===== config.mk =====
export PLATFORM = sky130hd
export DESIGN_NAME = ram_burst_ctrl
export DESIGN_NICKNAME = d
export VERILOG_FILES = /design/src/rtl/ram_pkg.sv /design/src/rtl/ram_burst_ctrl.sv
export SDC_FILE = /design/constraint.sdc
export NUM_CORES = 1
export LEC_CHECK = 0
export ABC_AREA = 0
export CAP_MARGIN = 20
export CORE_MARGIN = 5
export CORE_UTILIZATION = 42
export CTS_BUF_LIST = sky130_fd_sc_hd__clkbuf_2
export CTS_CLUSTER_DIAMETER = 50
export DETAILED_ROUTE_END_ITERATION = 6
export GPL_TIMING_DRIVEN = 0
export PLACE_DENSITY = 0.85
export SLEW_MARGIN = 25
export SYNTH_ARGS = -nofsm -noshare
export SYNTH_HDL_FRONTEND = slang
export SYNTH_SLANG_ARGS = --single-unit

===== constraint.sdc =====
create_clock -name clk -period 1.9 [get_ports clk]
set_clock_uncertainty 0.1 [all_clocks]
set_input_delay 0.38 -clock clk [delete_from_list [all_inputs] [get_ports clk]]
set_output_delay 0.38 -clock clk [all_outputs]
set_load 0.1 [all_outputs]

===== src/rtl/ram_pkg.sv =====
// Shared constants and FSM state type for the 32x8 single-port RAM and its burst sequencer.
package ram_pkg;

  localparam int ADDR_W    = 5;
  localparam int DATA_W    = 8;
  localparam int LEN_W     = 3;
  localparam int RAM_DEPTH = 32;

  typedef enum logic [2:0] {
    IDLE,
    WR_BEAT,
    RD_ISSUE,
    RD_WAIT,
    RD_OUT
  } state_t;

endpackage


===== src/rtl/ram_burst_ctrl.sv =====
// Burst read/write sequencer in front of the single-port RAM: auto-incrementing, wrapping address,
// 1 write beat/cycle, 1 read beat per 3 cycles, read stream held while rd_ready is low.
module ram_burst_ctrl #(
  parameter int ADDR_W = ram_pkg::ADDR_W,
  parameter int DATA_W = ram_pkg::DATA_W,
  parameter int LEN_W  = ram_pkg::LEN_W
) (
  input  logic              clk,
  input  logic              reset,
  input  logic              req_valid,
  output logic              req_ready,
  input  logic              req_write,
  input  logic [ADDR_W-1:0] req_addr,
  input  logic [LEN_W-1:0]  req_len,
  input  logic              wr_valid,
  output logic              wr_ready,
  input  logic [DATA_W-1:0] wr_data,
  output logic              rd_valid,
  input  logic              rd_ready,
  output logic [DATA_W-1:0] rd_data,
  output logic              rd_last,
  output logic              busy,
  output logic [ADDR_W-1:0] ram_address,
  output logic [DATA_W-1:0] ram_data_in,
  output logic              ram_write_enb,
  output logic              ram_read_enb,
  input  logic [DATA_W-1:0] ram_data_out
);
  import ram_pkg::*;

  state_t              state_q, state_d;
  logic [ADDR_W-1:0]   cur_addr;
  logic [LEN_W-1:0]    remain;
  logic [DATA_W-1:0]   rd_data_q;

  always_ff @(posedge clk or negedge reset) begin
    if (!reset) begin
      state_q <= IDLE;
    end else begin
      state_q <= state_d;
    end
  end

  always_comb begin
    state_d       = state_q;
    req_ready     = 1'b0;
    wr_ready      = 1'b0;
    rd_valid      = 1'b0;
    rd_last       = 1'b0;
    ram_address   = '0;
    ram_data_in   = '0;
    ram_write_enb = 1'b0;
    ram_read_enb  = 1'b0;
    case (state_q)
      IDLE: begin
        // Gated by reset so the port reads 0 while reset is held.
        req_ready = reset;
        if (req_valid) begin
          state_d = req_write ? WR_BEAT : RD_ISSUE;
        end
      end
      WR_BEAT: begin
        wr_ready      = 1'b1;
        ram_address   = cur_addr;
        ram_data_in   = wr_data;
        ram_write_enb = wr_valid;
        if (wr_valid && remain == '0) begin
          state_d = IDLE;
        end
      end
      RD_ISSUE: begin
        ram_read_enb = 1'b1;
        ram_address  = cur_addr;
        state_d      = RD_WAIT;
      end
      RD_WAIT: begin
        state_d = RD_OUT;
      end
      RD_OUT: begin
        rd_valid = 1'b1;
        rd_last  = (remain == '0);
        if (rd_ready) begin
          state_d = (remain == '0) ? IDLE : RD_ISSUE;
        end
      end
      default: begin
        state_d = IDLE;
      end
    endcase
  end

  always_ff @(posedge clk or negedge reset) begin
    if (!reset) begin
      cur_addr  <= '0;
      remain    <= '0;
      rd_data_q <= '0;
    end else begin
      case (state_q)
        IDLE: begin
          if (req_valid) begin
            cur_addr <= req_addr;
            remain   <= req_len;
          end
        end
        WR_BEAT: begin
          if (wr_valid) begin
            cur_addr <= cur_addr + ADDR_W'(1);
            if (remain != '0) begin
              remain <= remain - LEN_W'(1);
            end
          end
        end
        // RAM output register holds the word addressed in RD_ISSUE during this cycle.
        RD_WAIT: begin
          rd_data_q <= ram_data_out;
        end
        RD_OUT: begin
          if (rd_ready) begin
            cur_addr <= cur_addr + ADDR_W'(1);
            if (remain != '0) begin
              remain <= remain - LEN_W'(1);
            end
          end
        end
        default: begin
        end
      endcase
    end
  end

  assign busy    = (state_q != IDLE);
  assign rd_data = rd_data_q;

endmodule


# Yosys cells after proc, flatten, opt, wreduce, memory -nomap -nowiden
# Cells that the tools add are included.
# word_totals
ff_bits,19
latchBits,0
mem_bits_rw,0
mem_bits_ro,0
in_bits,30
out_inout_bits,28
wordCells,46
n_memories,0
# op_classes
addsub,2
multipliers,0
n_div,0
magnitude_cmp,0
n_eq_ne,8
shifts,0
mux,23
bitwise,0
n_reduce_logical,9
# op_table
cell,n
2-to-1 mux 3 bit,7
2-to-1 mux 5 bit,4
one-hot mux 3 bit (5 select lines),1
one-hot mux 5 bit (3 select lines),1
one-hot mux 3 bit (3 select lines),1
nonzero test 3 bit,3
2-to-1 mux 8 bit,1
inequality test 2 bit (second input constant),4
== test 3 x 2 -> 1 bit (second input constant),2
logical NOT 3 bit,2
2-to-1 mux 1 bit,6
adder 5 x 1 -> 5 bit (second input constant),1
2-to-1 mux 2 bit,2
AND reduction 4 bit,1
== test 3 x 1 -> 1 bit (second input constant),1
== test 3 bit (second input constant),1
AND reduction 3 bit,1
subtractor 3 x 1 -> 3 bit (second input constant),1
OR reduction 2 bit,1
logical AND 1 bit,1

# Logic depth before layout (Yosys ltp)
# Gate-level depths: netlist (run 1).
# depth
ltp_word,4
depth_mapped,6

# Worst setup path before layout (run 1)
# Ideal clock, no wire load.
# synth_timing
kind,flip-flop to output port
from,reg state_q[2]
to,out rd_last
arrival_ps,3826
required_ps,1420
setup_slack_ps,-2406
stages_incl_launch_ff,4
n_path_buf,1
path_cell_list,dfrtp_1 > buf_4 > nor3b_1 > and2_1
# synth_via
elab_chain_len,2
# synth_lines
item,line_no,text
"start, declared",ram_burst_ctrl.sv:31,"state_t state_q, state_d;"
"start signal, assigned",ram_burst_ctrl.sv:40,state_q <= state_d;
== test 3 bit,ram_burst_ctrl.sv:54,case (state_q)
2-to-1 mux 1 bit,ram_burst_ctrl.sv:54,
"end, declared",ram_burst_ctrl.sv:21,"output logic rd_last,"
# No other way between the ends.

# Worst setup path after layout (run 1)
# layout_timing
from,reg state_q[0]
to,out req_ready
# layout_via
elab_chain_len,2
# layout_lines
item,line_no,text
logical NOT 3 bit,ram_burst_ctrl.sv:54,
2-to-1 mux 1 bit,ram_burst_ctrl.sv:54,
"end, declared",ram_burst_ctrl.sv:11,"output logic req_ready,"
# No other way between the ends.

==> results of run 1 <==
-- kinds of logic (layout without fill, tap and decap cells) --
group	Yosys count	after routing
DFF	19	19
and+or+nand+nor	46	47
buffers and inverters	12	96
AOI/OAI and AO/OA	23	23
adders and majority gates	3	3
muxes	15	15
xor gates and xnor gates	1	1
-- cell usage in the layout (no fill, tap or decap), types with 3 or more instances in the layout --
master and instances:
a21oi_1 3, and2_4 15, buf_12 22, buf_4 15
buf_6 8, clkbuf_2 3, clkdlybuf4s15_2 9, clkdlybuf4s50_1 28
dfrtp_1 19, ha_1 3, inv_1 6, mux2_2 8
mux2i_1 7, nand3b_1 3, nor2_1 8, nor2_4 3
nor3_1 3, o21ai_0 3, o22ai_1 3
-- cell type report --
type / instances / area [µm²] / share of cell area [%]
multi-input combinational: 89 / 768 / 32.1
inverter: 6 / 22.5 / 0.941
clock buffer: 3 / 15.0 / 0.628
buffer: 6 / 73.8 / 3.09
clock inverter: 1 / 7.51 / 0.314
tap: 31 / 38.8 / 1.62
timing repair buffer: 80 / 991 / 41.4
sequential: 19 / 475 / 19.9
-- repair_timing --
item / 4_1_cts / 5_1_grt
gates cloned: 1 / 0
hold buffers: 2 / 0
buffers inserted: 13 / 8
hold endpoints to repair: 12 / 0
endpoints found under the setup margin: 28 / 20
pin swaps: 13 / 13
resized for setup: 213 / 13
-- critical path: stages (launching register included) --
cell and delay, ns:
dfrtp_1 0.48, buf_12 0.16, or3_4 0.42, nor2_4 0.14, buf_12 0.18
-- sequential cells by signal, indices dropped and copies added, names as in the netlist --
register,flops
cur_addr,5
state_q,3
rd_data,8
remain,3
-- per-stage QoR --
step | hold WS [ns] | util [%]
2_1_floorplan | -0.0156 | -
3_3_place_gp | 0.376 | 69.5
3_5_place_dp | 0.387 | 69.5
4_1_cts | 0.429 | 83.5
5_1_grt | 0.469 | 87.5
6_report | 0.428 | 87.5
-- worst paths after layout --
check	from	cells after the start	endpoint	slack [ns]
setup / recovery	state_q[0]$_DFFE_PN0P_	4	req_ready	-0.29
hold / removal	remain[1]$_DFFE_PN0P_	1	remain[1]$_DFFE_PN0P_	0.43
setup reg to reg	state_q[0]$_DFFE_PN0P_	6	cur_addr[0]$_DFFE_PN0P_	0.07
hold reg to reg	remain[1]$_DFFE_PN0P_	1	remain[1]$_DFFE_PN0P_	0.43
max in group asynchronous	reset	2	rd_data[4]$_DFFE_PN0N_	0.71
min in group asynchronous	reset	2	cur_addr[4]$_DFFE_PN0P_	0.50
-- layer usage --
metal / global-route usage [%] / wire, µm
met5: 0 / 0
met4: 9.87 / 135
met3: 4.26 / 342
met2: 40.8 / 2530
met1: 25.8 / 1830
==> results.yml, run 1 <==
status:
  status: "finished with violations"
  violations: "negative setup slack"
global_route:
  grt_max_degree: 13
  grt_pass1_vias: 1443
  antenna_found_initial: 0
  overflow: 0
  grt_usage_pct: 22.7
  grt_pass1_wl_mm: 7.22
floorplan:
  die_area_um2: 4010
  rows: 19
  die_x_um: 63.3
  start_util_pct: 43.7
  fp.coreArea_um2: 2730
  io_pins: 58
  die_y_um: 63.3
yosys:
  synth_edf_count: 0
  yosys.area_share.simple_pct: 21.7
  synthCells: 119
  async_reset_ff_share_pct: 100
  yosys.cell_types.count: 36
  yosysTopAreaCell: "dfrtp_1"
  synth_compound_area_share_pct: 13.3
  synth_top_family_by_area: "simple AND/OR/NAND/NOR gates"
  synth_nets: 152
  synth_top_area_share_pct: 39.8
  synthFlopType: "dfrtp_1"
  ys_top_cells_by_count: "dfrtp_1, and2_1, nor2_1, mux2_2, mux2i_1"
  synth_area_leaders: "dfrtp_1, and2_1, mux2_2"
  ys_warn_count: 0
  syn_area_per_cell_um2: 10.0
  synth_fa_ha_area_share_pct: 3.14
  synth.area.mux_share_pct: 13.4
  yosysSeqAreaShare_pct: 39.8
  syn-cell-area_um2: 1190
  synth_xor_area_share_pct: 2.31
  synth_most_common_cell: "dfrtp_1"
  synth_seq_cells: 19
timing:
  hold_violations: 0
  fin_tns_setup_ns: -3.55
  finalSetupViolCount: 20
  max_slew_margin_pct: 59.2
  slew_violations: 0
  final.setup.worst_slack_ns: -0.286
  rsz0062_at_grt: "yes"
  period_needed_ns: 2.19
  worstMarginPinSlew_ns: 0.611
  finalCritPeriodShare_pct: 115
  fmax_mhz: 458
route:
  wirelength_mm: 4.84
  vias: 1345
  drtAntennaViolNets: 0
  avgRoutedWirePerCell_um: 20.6
  dr.pass1.iters: 4
  route.detailed.drc: 0
  viasPerCell: 5.72
  drt_iter0_drc: 64
critical_path:
  arrival_ns: 1.71
  required_ns: 1.42
  cp_max_fo: 7
  path_class: "reg -> out"
  cp-end-kind: "output port"
  crit_path_start_kind: "flip-flop"
flow_run:
  cap_violations: 0
placement:
  dpl-instance-area_um2: 1900
  hpwl_mm: 2.57
  portBuffers: 57
  dpl.cell_count: 207
  gp_congestion: 0.829
  pre_cts_slack_ns: -1.55
clock_network:
  cts.path.max_buffers: 2
  cts.reportedPaths.clkPinSlew_ns: 0.22
  cts_sinks: 19
  htree_levels: 1
  cts_root_buf: "clkbuf_2"
  clock_latency_ns: 0.33
  cts_tree: "done"
  cts_buffers: 3
finish:
  n_antenna_cell: 0
  final_cells: 235
  drive_gt1_share_pct: 47.1
  design_area_um2: 2390
  fillerInstances: 112
  fin_nets: 238
  syn2layout_area_growth_pct: 100
min_path:
  min_path_type: "reg -> reg"
Power of run 1 is left out: the tool's default activity adds up to more than one toggle a clock period on the data nets, which glitch-free logic cannot reach.
==> run 2, diff against run 1 <==
--- a/config.mk
+++ b/config.mk
@@ -7,7 +7,6 @@
 export LEC_CHECK = 0
 export ABC_AREA = 0
 export CAP_MARGIN = 20
-export CORE_MARGIN = 5
 export CORE_UTILIZATION = 42
 export CTS_BUF_LIST = sky130_fd_sc_hd__clkbuf_2
 export CTS_CLUSTER_DIAMETER = 50
==> results.yml, run 2 (same netlist as run 1, synthesis figures left out) <==
global_route:
  grt_max_degree: 11
  grt_pass1_vias: 1237
  grt_pass1_wl_mm: 6.11
  antenna_found_initial: 0
  grt_usage_pct: 26.0
  overflow: 0
timing:
  period_needed_ns: 2.13
  final.setup.worst_slack_ns: -0.225
  fmax_mhz: 471
  finalCritPeriodShare_pct: 112
  max_slew_margin_pct: 63.4
  slew_violations: 0
  fin_tns_setup_ns: -3.01
  worstMarginPinSlew_ns: 0.551
  finalSetupViolCount: 20
  hold_slack_ns: 0.430
  rsz0062_at_grt: "yes"
  hold_violations: 0
floorplan:
  die_y_um: 55.3
  die_area_um2: 3060
  rows: 18
  io_pins: 58
  die_x_um: 55.3
  start_util_pct: 46.1
  fp.coreArea_um2: 2590
finish:
  largest_reg_flops: 8
  n_antenna_cell: 0
  drive_gt1_share_pct: 46.7
  final_common_cell: "clkdlybuf4s50_1"
  postLayoutCoreUtil_pct: 88.6
  final_cell_mix: "clkdlybuf4s50_1, buf_12, dfrtp_1"
  fin_nets: 229
  syn2layout_area_growth_pct: 92.2
critical_path:
  required_ns: 1.42
  crit_top_cell: "buf_12"
  r2r_start: "state_q[2]$_DFFE_PN0P_"
  crit_path_start_kind: "flip-flop"
  crit_path_top_delay_cell: "dfrtp_1"
  critPathMaxStageDelay_ns: 0.45
  path_class: "reg -> out"
  cp_max_fo: 7
  arrival_ns: 1.65
  crit_chain: "buf_12 > nand2b_4 > a21oi_4 > and2_4 > buf_12"
  critical_path.startpoint: "state_q[0]$_DFFE_PN0P_"
  cp-end-kind: "output port"
clock_network:
  cts.reportedPaths.clkPinSlew_ns: 0.18
  htree_levels: 1
  cts_root_buf: "clkbuf_2"
  cts.path.max_buffers: 2
  cts_sinks: 19
  clock_latency_ns: 0.33
  cts_tree: "done"
  cts_buffers: 3
min_path:
  hp-start: "rd_data[3]$_DFFE_PN0N_"
  min_path_type: "reg -> reg"
flow_run:
  cap_violations: 0
route:
  met3_length_um: 219
  vias: 1247
  wl_met1_mm: 1.62
  viasPerCell: 5.54
  drtAntennaViolNets: 0
  dr_wl_met2_mm: 2.00
  avgRoutedWirePerCell_um: 17.5
  drt_iter0_drc: 43
  route.detailed.drc: 0
  dr.pass1.iters: 4
  wirelength_mm: 3.94
  dr.max_layer_used: "met4"
placement:
  gp_congestion: 0.806
  portBuffers: 57
  hpwl_mm: 2.29
status:
  status: "finished with violations"
  violations: "negative setup slack"
## run 2: layout make-up
cell class | count | area [µm²]
buffer | 6 | 72.6
clock buffer | 4 | 20.0
fill | 113 | 295
inverter | 6 | 22.5
multi-input combinational | 89 | 783
sequential | 19 | 475
tap | 30 | 37.5
timing repair buffer | 71 | 883
## run 2: per-layer routing
| layer | GRT usage, % | vias up |
|---|---|---|
| met5 | 0 | - |
| met4 | 10.0 | 0 |
| met3 | 3.75 | 11 |
| met2 | 47.0 | 63 |
| met1 | 30.9 | 605 |
| li1 | - | 568 |
## run 2: worst paths after layout
kind | endpoint | slack [ns] | depth (start not counted)
worst max-delay path | ram_address[2] | -0.23 | 5
max in group asynchronous | state_q[2]$_DFFE_PN0P_ | 0.80 | 2
worst max register to register | cur_addr[0]$_DFFE_PN0P_ | 0.08 | 7
min in group asynchronous | cur_addr[0]$_DFFE_PN0P_ | 0.56 | 2
worst min-delay path | rd_data[3]$_DFFE_PN0N_ | 0.43 | 1
worst min register to register | rd_data[3]$_DFFE_PN0N_ | 0.43 | 1
## run 2: stage by stage
step	cells	cell area [µm²]	setup slack, ns
CTS	220	2220	-0.174
floorplan	119	1290	-0.489
global route	225	2290	-0.255
detailed placement	206	1900	-1.50
global placement	206	1900	-1.48
finish	225	2290	-0.225
## run 2: what timing repair did
| action | in CTS | in global routing |
|---|---|---|
| endpoints found under the setup margin | 28 | 20 |
| endpoints found under the hold margin | 9 | 0 |
| hold buffers | 2 | 0 |
| pin swaps | 6 | 6 |
| setup buffers | 7 | 5 |
| resized for setup | 213 | 9 |
| gates cloned | 1 | 0 |
## run 2: critical path: cells and delay by family, from the launching register on
family	cells	cell delay, ns
compound gates	1	0.20
buf+inv	2	0.33
flops	1	0.45
simple gates	2	0.34
Power of run 2 is left out for the same reason.
